===== config.mk =====
export PLATFORM = sky130hd
export DESIGN_NAME = reg_file_sweep
export DESIGN_NICKNAME = d
export VERILOG_FILES = /design/src/rtl/reg_file_sweep.sv
export SDC_FILE = /design/constraint.sdc
export NUM_CORES = 1
export LEC_CHECK = 0
export CORE_ASPECT_RATIO = 0.8
export CORE_MARGIN = 2
export CORE_UTILIZATION = 59
export DETAILED_ROUTE_END_ITERATION = 10
export PLACE_DENSITY = 0.93
export SYNTH_ARGS = -nofsm -noshare
export SYNTH_HDL_FRONTEND = slang
export SYNTH_SLANG_ARGS = --single-unit

===== constraint.sdc =====
create_clock -name clk -period 2.16 [get_ports clk]
set_input_delay 0.216 -clock clk [delete_from_list [all_inputs] [get_ports clk]]
set_output_delay 0.216 -clock clk [all_outputs]
set_load 0.05 [all_outputs]

===== src/rtl/reg_file_sweep.sv =====
`default_nettype none
// ============================================================================
// Module   : reg_file_sweep
// Brief    : Parametrised multi-read-port register file with a forwarded write
//            port and a one-entry-per-cycle clear sweep.
// Revision : 1.0  initial release
// ============================================================================
module reg_file_sweep #(
    parameter int BITS     = 16,
    parameter int SEL      = 3,
    parameter int NUM_RD   = 3,
    parameter int ZERO_REG = 0,
    parameter int BYPASS   = 1
) (
    input  logic                   clk,
    input  logic                   rst,
    input  logic                   wr_en,
    input  logic [SEL-1:0]         wr_sel,
    input  logic [BITS-1:0]        wr_data,
    output logic                   wr_ready,
    input  logic [NUM_RD*SEL-1:0]  rd_sel,
    output logic [NUM_RD*BITS-1:0] rd_data,
    input  logic                   clr_req,
    output logic                   busy,
    output logic                   clr_done
);
    localparam int             DEPTH      = 2**SEL;
    localparam logic [0:0]     c_IDLE     = 1'b0;
    localparam logic [0:0]     c_CLEAR    = 1'b1;
    localparam logic [SEL-1:0] c_LAST_PTR = SEL'(DEPTH - 1);

    logic [BITS-1:0] mem_q [DEPTH];
    logic [BITS-1:0] mem_d [DEPTH];
    logic [0:0]      state_q, state_d;
    logic [SEL-1:0]  ptr_q, ptr_d;
    logic            clr_done_q, clr_done_d;
    logic            w_wr_accept;

    // A pending clear request blocks the write in the same cycle: clear wins.
    assign wr_ready    = (state_q == c_IDLE) && !clr_req;
    assign w_wr_accept = wr_en && wr_ready;
    assign busy        = (state_q == c_CLEAR);
    assign clr_done    = clr_done_q;

    always_comb begin
        state_d    = state_q;
        ptr_d      = ptr_q;
        clr_done_d = 1'b0;
        mem_d      = mem_q;
        case (state_q)
            c_IDLE: begin
                if (clr_req) begin
                    state_d = c_CLEAR;
                end else if (w_wr_accept && !(ZERO_REG != 0 && wr_sel == '0)) begin
                    mem_d[wr_sel] = wr_data;
                end
            end
            default: begin
                mem_d[ptr_q] = '0;
                ptr_d        = ptr_q + 1'b1;
                if (ptr_q == c_LAST_PTR) begin
                    state_d    = c_IDLE;
                    clr_done_d = 1'b1;
                end
            end
        endcase
    end

    always_ff @(posedge clk or negedge rst) begin
        if (!rst) begin
            state_q    <= c_IDLE;
            ptr_q      <= '0;
            clr_done_q <= 1'b0;
            for (int i = 0; i < DEPTH; i++) begin
                mem_q[i] <= '0;
            end
        end else begin
            state_q    <= state_d;
            ptr_q      <= ptr_d;
            clr_done_q <= clr_done_d;
            mem_q      <= mem_d;
        end
    end

    generate
        for (genvar k = 0; k < NUM_RD; k++) begin : g_rd
            logic [SEL-1:0]  w_sel;
            logic [BITS-1:0] w_data;

            assign w_sel = rd_sel[k*SEL +: SEL];

            // Hard-wired zero register takes precedence over forwarding.
            always_comb begin
                w_data = mem_q[w_sel];
                if (BYPASS != 0 && w_wr_accept && wr_sel == w_sel) begin
                    w_data = wr_data;
                end
                if (ZERO_REG != 0 && w_sel == '0) begin
                    w_data = '0;
                end
            end

            assign rd_data[k*BITS +: BITS] = w_data;
        end
    endgenerate

endmodule
`default_nettype wire


Yosys cells after proc, flatten, opt, wreduce, memory -nomap -nowiden
Index checks and enable logic that the tools add are counted.
{"block": "op_classes", "addsub": 1, "multipliers": 0, "div_mod_pow": 0, "n_lt_le_gt_ge": 7, "eq_ne": 5, "n_shift": 0, "muxes": 25, "n_bitwise": 8, "n_reduce_logical": 10}
{"op": "$mux W128", "n": 3}
{"op": "$mux W16", "n": 11}
{"op": "$bmux W16 S3", "n": 3}
{"op": "$and A128 B128 Y128", "n": 1}
{"op": "$bwmux W128", "n": 1}
{"op": "$not A128 Y128", "n": 1}
{"op": "$demux W16 S3", "n": 2}
{"op": "$ge A4 B4 Y1 const B", "n": 5}
{"op": "$not A3 Y4", "n": 5}
{"op": "$eq A3 B3 Y1", "n": 3}
{"op": "$lt A4 B1 Y1 const B", "n": 2}
{"op": "$logic_and A1 B1 Y1", "n": 7}
{"op": "$mux W1", "n": 5}
{"op": "$add A3 B1 Y3 const B", "n": 1}
{"op": "$eq A3 B3 Y1 const B", "n": 1}
{"op": "$ne A2 B1 Y1 const B", "n": 1}
{"op": "$reduce_and A2 Y1", "n": 1}
{"op": "$reduce_bool A2 Y1", "n": 1}
{"op": "$logic_not A1 Y1", "n": 1}
{"op": "$not A1 Y1", "n": 1}
{"block": "word_totals", "ff_bits": 133, "latchBits": 0, "ram_bits": 0, "mem_bits_ro": 0, "in_bits": 32, "output_inout_bits": 51, "wordCells": 67, "memories": 0}

Depth between registers and ports, before layout
Gate-level depths: netlist of the first run.
{"block": "depth", "ltp_word": 9, "ltp_mapped": 6, "ltp_nobuf": 4}

Worst setup path after synthesis of the first run
No wires, ideal clock.
{"block": "synth_timing", "kind": "register -> output", "start": "reg state_q, in the netlist busy", "end": "out rd_data[16]", "arrival_ns": 1.856, "t_required_ns": 1.944, "path_slack_ns": 0.088, "path_stages_with_launch": 5, "n_path_buf": 1, "path_cell_list": "dfrtp_1 -> nor3b_2 -> nand4_1 -> buf_4 -> mux2_4"}
{"block": "synth_via", "elab_chain_len": 5}
{"item": "start, declared", "line_no": "34", "text": "logic [0:0] state_q, state_d;"}
{"item": "start signal, assigned", "line_no": "71", "text": "state_q <= c_IDLE;"}
{"item": "start signal, assigned", "line_no": "78", "text": "state_q <= state_d;"}
{"item": "$not A1 Y1"}
{"item": "$logic_and A1 B1 Y1", "line_no": "40", "text": "assign wr_ready = (state_q == c_IDLE) && !clr_req;"}
{"item": "$logic_and A1 B1 Y1", "line_no": "41", "text": "assign w_wr_accept = wr_en && wr_ready;"}
{"item": "$logic_and A1 B1 Y1", "line_no": "95", "text": "if (BYPASS != 0 && w_wr_accept && wr_sel == w_sel) begin"}
{"item": "$mux W16", "line_no": "95"}
{"item": "end, declared", "line_no": "22", "text": "output logic [NUM_RD*BITS-1:0] rd_data,"}
Every way passes these cells.

Worst setup path after layout of the first run
{"block": "layout_timing", "start": "reg mem_q[72] (netlist name)", "end": "out rd_data[24]"}
{"block": "layout_via", "elab_chain_len": 4}
{"item": "start, declared", "line_no": "32", "text": "logic [BITS-1:0] mem_q [DEPTH];"}
{"item": "start signal, assigned", "line_no": "81", "text": "mem_q <= mem_d;"}
{"item": "$bmux W16 S3", "line_no": "94", "text": "w_data = mem_q[w_sel];"}
{"item": "$mux W16 (implied by the code) (2 in a row)", "line_no": "94"}
{"item": "$mux W16", "line_no": "95"}
Every way passes these cells. The select of a mux whose other input is x is not followed.

==> results.ini, run 1 <==
[layout]
seq_area_um2=3329
insertedDiodeCount=0
multi_input_area_um2=5047
final_cell_mix=132 x dfrtp_1, 128 x a22o_1, 92 x mux4_2
layout_commonest_cell=dfrtp_1
fin_area_um2=11310
fin_nets=740
fillers=832
syn2layout_area_growth_pct=26.43
drive_above_1_share_pct=52.23

[sta]
rsz0062_at_grt=yes
fmax_mhz=423.5
skew_ns=0.007547
maxSlewHeadroom_pct=49.32
report.final.slew_viol_count=0
worst_slack_ns=-0.2013
finalHoldViolCount=0
setup_viol=48
whs_ns=0.3812
worst_slew_pin_slew_ns=0.7603
period_share_pct=109.3
period_needed_ns=2.361

[die]
die_y_um=114.1
start_util_pct=59.99
die_area_um2=16170
die_w_um=141.7
std_cell_rows=40
core_area_um2=14910
pin_count=83

[detailed_routing]
avgViaCountPerCell=7.699
drtIter0Drc=967
vias=6983
avgRoutedWirePerCell_um=31.89
firstDrtPassIters=5
wirelength_um=28930
ant_nets=0
drc=0

[setup_path]
path_class=flop to output port
reg2reg_to=mem_q[11]$_DFFE_PN0P_
worst_setup_path_start_kind=flop
reg2reg_setup_slack_ns=0.18
cp_max_fo=4
cp-end-kind=output port
reg2reg_depth=6
critical_path_arrival_ns=2.15
worstPathRequired_ns=1.94
timing.rr.start=busy$_DFF_PN0_

[synthesis]
synth_cells=581
synth_top_family_by_area=multiplexers
synth_xor_area_share_pct=0.9789
synth_adder_area_share_pct=0.2797
synth_area_leaders=dfrtp_1 37%, mux4_1 27%, a22o_1 13%
synth-seq-cells=133
synth_simple_gate_area_share_pct=2.419
synth_compound_area_share_pct=13.06
syn_avg_cell_area_um2=15.40
synth.net_count=615
synth_cell_types=28
yosysWarnings=0
netlist_area_um2=8947
ys_seq_area_share_pct=37.20
synthMuxAreaShare_pct=40.99
yosys.area.top_type_share_pct=37.20
yosysTopAreaCell=dfrtp_1

[placed_design]
hpwl_um=15770
numPortBuffers=82
gp_congestion=0.8363
place_area_um2=10050

[global_routing]
grt_pass1_wl_um=43730
grt_overflow=0
antenna_found_initial=0
grt_max_degree=134
grt_pass1_vias=7154
grtUsageTotal_pct=37.15

[clocking]
cts_sinks=133
clockRootBuffer=clkbuf_16
htreeDepth=4
clk_latency_ns=0.43
clock_path_buffers=2
cts_buffers=17
cts_tree=built
path_clk_slew_ns=0.06

[power_and_ir_drop]
p_leak_nw=5.218
power-per-cell-area_nw_per_um2=926.5
ir_worst_vdd_mv=1.029

[outcome]
violations=negative setup slack
status=finished with violations

[flow_run]
drv_cap=0

[hold_path]
hp-class=input pin to asynchronous set/reset pin

Yosys cell counts:
cell	instances
dfrtp_1	133
a22o_1	128
mux4_1	91
mux2_2	82
clkbuf_1	38
buf_6	16
mux2_4	16
buf_2	15
xnor2_1	9
a21oi_1	6
and2_1	6
buf_4	5
mux4_2	5
and2_0	4
nor2_1	4
and4b_1	3
clkbuf_2	3
nand4_1	3
a32oi_1	2
ha_1	2
nor2b_1	2
nor4bb_1	2
and4_1	1
and4bb_1	1
inv_1	1
nor3b_2	1
nor4b_4	1
xor2_1	1
state kept, by name, summed over array words and instances, names as in the netlist:
register / cells
mem_q: 128
ptr_q: 3
busy: 1
clr_done: 1
critical path: stages (launching register included):
cell and delay (ns):
dfrtp_1 0.44, mux4_2 0.53, mux2_2 0.29, mux2_4 0.29
buf_6 0.16
through the flow:
step | total power [mW] | TNS (ns) | instances | util [%] | setup WS (ns)
final | 10.48 | -5.477 | 907 | 75.85 | -0.2013
after global routing | 10.78 | -6.748 | 907 | 75.85 | -0.1956
after CTS | 10.25 | -4.863 | 892 | 74.68 | -0.1872
after detailed placement | 6.745 | -8.290 | 825 | 67.40 | -0.2420
after global placement | 6.544 | -5.660 | 825 | 67.40 | -0.1744
after floorplan | 5.610 | 0 | 581 | - | 0.08808
layer usage:
layer | global-route usage [%] | part of all wire [%]
met3 | 11.04 | 13
met4 | 18.53 | 4.1
met5 | 0 | 0
met1 | 49.70 | 36
met2 | 56.18 | 47
power breakdown:
| group | switching [mW] | total (mW) | internal [mW] |
|---|---|---|---|
| Combinational | 2.09 | 4.10 | 2.01 |
| Clock | 1.11 | 2.95 | 1.84 |
| Sequential | 0.515 | 3.43 | 2.91 |
worst max-delay path by stage:
stage                                startpoint     endpoint  cells after the start
final                     mem_q[72]$_DFFE_PN0P_  rd_data[24]                      4
after global routing      mem_q[88]$_DFFE_PN0P_   rd_data[8]                      4
after CTS                 mem_q[72]$_DFFE_PN0P_   rd_data[8]                      4
after detailed placement              rd_sel[4]  rd_data[24]                      6
after global placement                rd_sel[1]  rd_data[15]                      5
after floorplan                  busy$_DFF_PN0_  rd_data[16]                      4
layout make-up:
type | count | area share [%]
multi-input combinational | 370 | 44.62
sequential | 133 | 29.43
timing repair buffer | 183 | 18.55
clock buffer | 24 | 4.435
tap | 189 | 2.090
clock inverter | 7 | 0.8406
inverter | 1 | 0.03318
cell families after synthesis:
group / Yosys count
xor gates and xnor gates: 10
DFF: 133
buffers and inverters: 78
muxes: 194
AOI/OAI and AO/OA: 136
and+or+nand+nor: 28
adders and majority gates: 2
repair_timing:
| item | 4_1_cts | 5_1_grt |
|---|---|---|
| cloned | 2 | 1 |
| hold buffers | 1 | 0 |
| resized for setup | 229 | 22 |
| hold endpoints to repair | 133 | 0 |
| buffers inserted | 33 | 14 |
| pin swaps | 2 | 4 |
| setup endpoints to repair | 48 | 48 |
Power figures use the tool's default switching activity.
==> inputs of run 2 (changes only) <==
CORE_UTILIZATION = 30   (was 59)
PLACE_DENSITY = 0.58   (was 0.93)
==> run 2 against run 1 <==
Compared with the run above: global-route usage fell by 17 points; the flow still finishes with violations (negative setup slack); register-to-register slack gained 0.10 ns; critical endpoint is now rd_data[39]; wire length is 5.6% higher.
==> results.ini, run 2 (same netlist as run 1, synthesis figures left out) <==
[power_and_ir_drop]
p_clk_share_pct=29.9  ; +1.7 points
power-per-cell-area_nw_per_um2=903.9  ; -2.4%
p_leak_nw=5.524  ; +5.9%
power_switching_share_pct=34.86  ; -0.58 points
intPower_mw=6.844  ; +1.1%
p_comb_share_pct=38.1  ; -1.0 points
ir_worst_vdd_mv=0.5986  ; -42%
power_frac_seq_pct=32.0  ; -0.7 points
switching_power_mw=3.663  ; -1.4%
power_mw=10.51  ; +0.25%

[setup_path]
cp_max_fo=7  ; +3
cp-end-kind=output port
worst_setup_path_start_kind=flop
critical_path_arrival_ns=2.16  ; about the same
worstPathRequired_ns=1.94  ; about the same
path_class=flop to output port

[detailed_routing]
vias=6687  ; -4.2%
avgRoutedWirePerCell_um=28.40  ; -11%
drtIter0Drc=753  ; -22%
ant_nets=0  ; unchanged
firstDrtPassIters=5  ; unchanged
wirelength_um=30550  ; +5.6%
avgViaCountPerCell=6.215  ; -19%
drc=0  ; unchanged

[sta]
rsz0062_at_grt=yes
tns_ns=-7.364  ; -1.887 ns
worst_slack_ns=-0.2166  ; -0.01525 ns
period_share_pct=110.0  ; +0.71 points
setup_viol=48  ; unchanged
period_needed_ns=2.377  ; +0.01525 ns
finalHoldViolCount=0  ; unchanged
fmax_mhz=420.8  ; -0.64%
report.final.slew_viol_count=0  ; unchanged
skew_ns=0.006123  ; -0.001424 ns
worst_slew_pin_slew_ns=0.7536  ; -0.006683 ns
maxSlewHeadroom_pct=49.76  ; +0.45 points

[global_routing]
antenna_found_initial=0  ; unchanged
gr-max-usage-layer=met2
grt_max_degree=54  ; -60%
grt_overflow=0  ; unchanged
use_met2_pct=30.37  ; -26 points
use_met3_pct=5.698  ; -5.3 points
grt_pass1_wl_um=45030  ; +3.0%
globalRouteMet1Util_pct=27.72  ; -22 points
grt_pass1_vias=6796  ; -5.0%
grtUsageTotal_pct=19.92  ; -17 points

[clocking]
clock_path_buffers=2  ; unchanged
cts_sinks=133  ; unchanged
clk_latency_ns=0.43  ; about the same
path_clk_slew_ns=0.06  ; about the same
clockRootBuffer=clkbuf_16
cts_tree=built
htreeDepth=4  ; unchanged
cts_buffers=17  ; unchanged

[die]
std_cell_rows=56  ; +40%
die_w_um=197.1  ; +39%
start_util_pct=30.48  ; -30 points
pin_count=83  ; unchanged
core_area_um2=29360  ; +97%
die_y_um=158.5  ; +39%
die_area_um2=31230  ; +93%

[placed_design]
hpwl_um=18590  ; +18%
numPortBuffers=82  ; unchanged
gp_congestion=0.8374  ; +0.13%

[flow_run]
drv_cap=0  ; unchanged

[layout]
fin_nets=720  ; -2.7%
syn2layout_area_growth_pct=29.91
largest_register_ffs=128  ; unchanged
insertedDiodeCount=0  ; unchanged
drive_above_1_share_pct=41.77  ; -10 points
layout_commonest_cell=dfrtp_1
final_util_pct=39.59  ; -36 points
max_flop_register=mem_q
final_cell_mix=133 x dfrtp_1, 128 x a22o_1, 68 x mux2_2, 68 x mux4_1, 46 x buf_6
reg_top3=mem_q x128, ptr_q x3

[outcome]
violations=negative setup slack
status=finished with violations

[hold_path]
hp-class=input pin to asynchronous set/reset pin

[run 2: cell types whose count changed in the layout (fill, tap and decap cells not counted), moves of 10 or more]
cell and delta:
mux4_1 +64, buf_12 +10, buf_8 -25, mux2_2 +40, mux4_2 -64, buf_4 -35, mux2_4 -40, buf_6 +27
[run 2: what timing repair did]
| action | 4_1_cts | 5_1_grt |
|---|---|---|
| hold endpoints to repair | 49 | 0 |
| gates cloned | 4 | 0 |
| pin swaps | 1 | 0 |
| buffers inserted | 9 | 3 |
| gates resized for setup | 110 | 2 |
| setup endpoints to repair | 48 | 48 |
| hold buffers | 1 | 0 |
[run 2: final cells by class]
class	count	area [um^2]
Clock inverter	12	176.4
Timing Repair Buffer	163	2056
Tap cell	377	471.7
Fill cell	2669	17730
Inverter	1	3.754
Multi-Input combinational cell	370	5131
Sequential cell	133	3328
Clock buffer	20	456.7
[run 2: worst paths after layout]
check	from	end	slack [ns]	cells past startpoint
setup / recovery	busy$_DFF_PN0_	rd_data[39]	-0.22	8
hold / removal	rst	mem_q[3]$_DFFE_PN0P_	0.41	2
setup reg to reg	busy$_DFF_PN0_	mem_q[18]$_DFFE_PN0P_	0.28	6
hold reg to reg	mem_q[47]$_DFFE_PN0P_	mem_q[47]$_DFFE_PN0P_	0.53	1
max in group asynchronous	rst	mem_q[60]$_DFFE_PN0P_	1.07	3
min in group clk	mem_q[47]$_DFFE_PN0P_	mem_q[47]$_DFFE_PN0P_	0.53	1
[run 2: metal layers]
layer	routed length (um)	share of wire (%)	up-vias
li1	-	-	2659
met1	12830	42	3543
met2	13720	45	433
met3	3329	11	52
met4	675	2.2	0
met5	0	0	-
[run 2: per-stage QoR]
stage	worst slack, ns	instances	cell area [um^2]	hold WS, ns
floorplan	0.08808	581	8947	-0.07959
global placement	-0.2440	1028	10560	0.3032
detailed placement	-0.2151	1028	10560	0.3262
CTS	-0.2147	1073	11590	0.4328
global route	-0.2898	1076	11620	0.4686
finish	-0.2166	1076	11620	0.4117
[run 2: power groups by stage]
stage	sequential, mW	clock (mW)	combinational, mW
after detailed placement	3.37	0	3.71
after global routing	3.43	3.28	4.17
after CTS	3.35	3.16	3.97
after floorplan	3.27	0	2.34
after global placement	3.30	0	3.63
final	3.36	3.15	4.00
[run 2: critical path, cell delays in order (launching register included)]
cell	delay [ns]
dfrtp_1	0.39
nor3b_2	0.20
buf_4	0.16
buf_6	0.09
nand4_1	0.08
buf_6	0.16
buf_12	0.16
mux2_4	0.33
buf_8	0.16
==> inputs of run 3 (changes only) <==
PLACE_DENSITY = 0.6   (was 0.58)
clock period = 2.01 ns   (was 2.16 ns; I/O delays follow)
==> run 3 against run 2 <==
Compared with the run above: the flow still finishes with violations (negative setup slack); hold slack got worse by 0.14 ns; critical path depth decreased by 4; global-route usage increased by 0.36 points; sequential share of layout area decreased by 0.40 points; register-to-register slack got worse by 0.02 ns; non-clock buffer count increased by 38; critical path type unchanged; largest cell class unchanged; setup slack got worse by 0.059 ns; cell count increased by 3.5%.
==> results.ini, run 3 (same netlist as run 1, synthesis figures left out) <==
[outcome]
status=finished with violations
violations=negative setup slack

[sta]
report.final.slew_viol_count=0  ; unchanged
tns_ns=-11.15  ; -3.791 ns
worst_slack_ns=-0.2757  ; -0.05915 ns
rsz0062_at_grt=yes
fmax_mhz=437.5
setup_viol=48  ; unchanged
period_share_pct=113.7
skew_ns=0.005426  ; -0.0006970 ns
period_needed_ns=2.286
worst_slew_pin_slew_ns=0.4991  ; -0.2545 ns
maxSlewHeadroom_pct=66.62  ; +17 points
finalHoldViolCount=0  ; unchanged

[layout]
layout_commonest_cell=dfrtp_1
syn2layout_area_growth_pct=31.83
max_flop_register=mem_q
final_cell_mix=131 x dfrtp_1, 128 x a22o_1, 77 x buf_4
final_util_pct=40.18  ; +0.58 points
largest_register_ffs=128  ; unchanged
fin_nets=758  ; +5.3%
drive_above_1_share_pct=49.53  ; +7.8 points
reg_top3=mem_q x128, ptr_q x3
insertedDiodeCount=0  ; unchanged

[flow_run]
drv_cap=0  ; unchanged

[placed_design]
hpwl_um=18600  ; about the same
pre_cts_slack_ns=-0.4069  ; -0.1918 ns
gp_congestion=0.8556  ; +2.2%
numPortBuffers=82  ; unchanged

[detailed_routing]
firstDrtPassIters=5  ; unchanged
ant_nets=0  ; unchanged
vias=6737  ; +0.75%
drc=0  ; unchanged
wirelength_um=30390  ; -0.55%
avgViaCountPerCell=6.048  ; -2.7%
drtIter0Drc=758  ; +0.66%
avgRoutedWirePerCell_um=27.28  ; -3.9%

[hold_path]
hp-class=input pin to asynchronous set/reset pin

[die]
die_w_um=197.1  ; unchanged
die_y_um=158.5  ; unchanged
core_area_um2=29360  ; unchanged
pin_count=83  ; unchanged
start_util_pct=30.48  ; unchanged
std_cell_rows=56  ; unchanged
die_area_um2=31230  ; unchanged

[setup_path]
worstPathRequired_ns=1.81  ; -0.13 ns
cp_max_fo=4  ; -3
critical_path_arrival_ns=2.08  ; -0.08 ns
path_class=flop to output port
worst_setup_path_start_kind=flop
cp-end-kind=output port

[global_routing]
grt_pass1_wl_um=45830  ; +1.8%
grt_overflow=0  ; unchanged
antenna_found_initial=0  ; unchanged
grt_max_degree=43  ; -20%
grtUsageTotal_pct=20.28  ; +0.36 points
grt_pass1_vias=6923  ; +1.9%

[clocking]
htreeDepth=4  ; unchanged
cts_buffers=17  ; unchanged
path_clk_slew_ns=0.06  ; about the same
clock_path_buffers=2  ; unchanged
cts_tree=built
cts_sinks=133  ; unchanged
clk_latency_ns=0.42  ; about the same
clockRootBuffer=clkbuf_16

[power_and_ir_drop]
p_leak_nw=5.503  ; -0.38%
ir_worst_vdd_mv=0.6069  ; +1.4%
power-per-cell-area_nw_per_um2=954.1  ; +5.6%

==> run 3: worst paths after layout <==
kind,start,end,slack [ns],cells after the start
max reg2reg,busy$_DFF_PN0_,mem_q[72]$_DFFE_PN0P_,0.26,5
min,rst,mem_q[19]$_DFFE_PN0P_,0.27,2
min reg2reg,mem_q[98]$_DFFE_PN0P_,mem_q[98]$_DFFE_PN0P_,0.54,1
min in group clk,mem_q[98]$_DFFE_PN0P_,mem_q[98]$_DFFE_PN0P_,0.54,1
max,mem_q[40]$_DFFE_PN0P_,rd_data[8],-0.28,4
max in group asynchronous,rst,mem_q[79]$_DFFE_PN0P_,0.98,3
==> run 3: routing by layer <==
layer	GRT usage, %	wire (um)	vias up
met5	0	0	-
met4	6.051	562	0
li1	-	-	2713
met1	29.22	13430	3559
met3	7.138	3325	43
met2	28.47	13070	422
==> run 3: area by class of cell <==
cell class                 instances  area [um^2]
clock buffer                      19        442.9
timing repair buffer             201         2333
sequential                       133         3331
clock inverter                    13        148.9
multi-input combinational        370         5064
inverter                           1        3.754
tap                              377        471.7
fill                            2716        17560
==> run 3: through the flow <==
step | total power, mW | cells | hold slack (ns) | area (um^2)
final | 11.25 | 1114 | 0.2673 | 11800
after global routing | 11.68 | 1114 | 0.3220 | 11800
after CTS | 11.25 | 1114 | 0.2721 | 11790
after detailed placement | 7.597 | 1043 | 0.1654 | 10650
after global placement | 7.539 | 1043 | 0.1595 | 10650
after floorplan | 6.030 | 581 | -0.09459 | 8949
==> run 3: where the power goes <==
part	internal, mW	leakage (nW)	switching (mW)
Clock	1.88	0.281	1.28
Sequential	3.13	1.83	0.501
Combinational	2.21	3.39	2.25
==> run 3: what timing repair did <==
| action | CTS | global route |
|---|---|---|
| pin swaps | 1 | 0 |
| hold buffers | 1 | 0 |
| setup buffers | 35 | 0 |
| hold endpoints to repair | 24 | 0 |
| resized for setup | 165 | 2 |
| gates cloned | 3 | 0 |
| endpoints found under the setup margin | 48 | 48 |
==> run 3: worst max-delay path, cell delays in order (launching register included) <==
cell and delay, ns:
dfrtp_1 0.41, mux4_1 0.50, mux2_2 0.27, mux2_2 0.31, buf_6 0.17
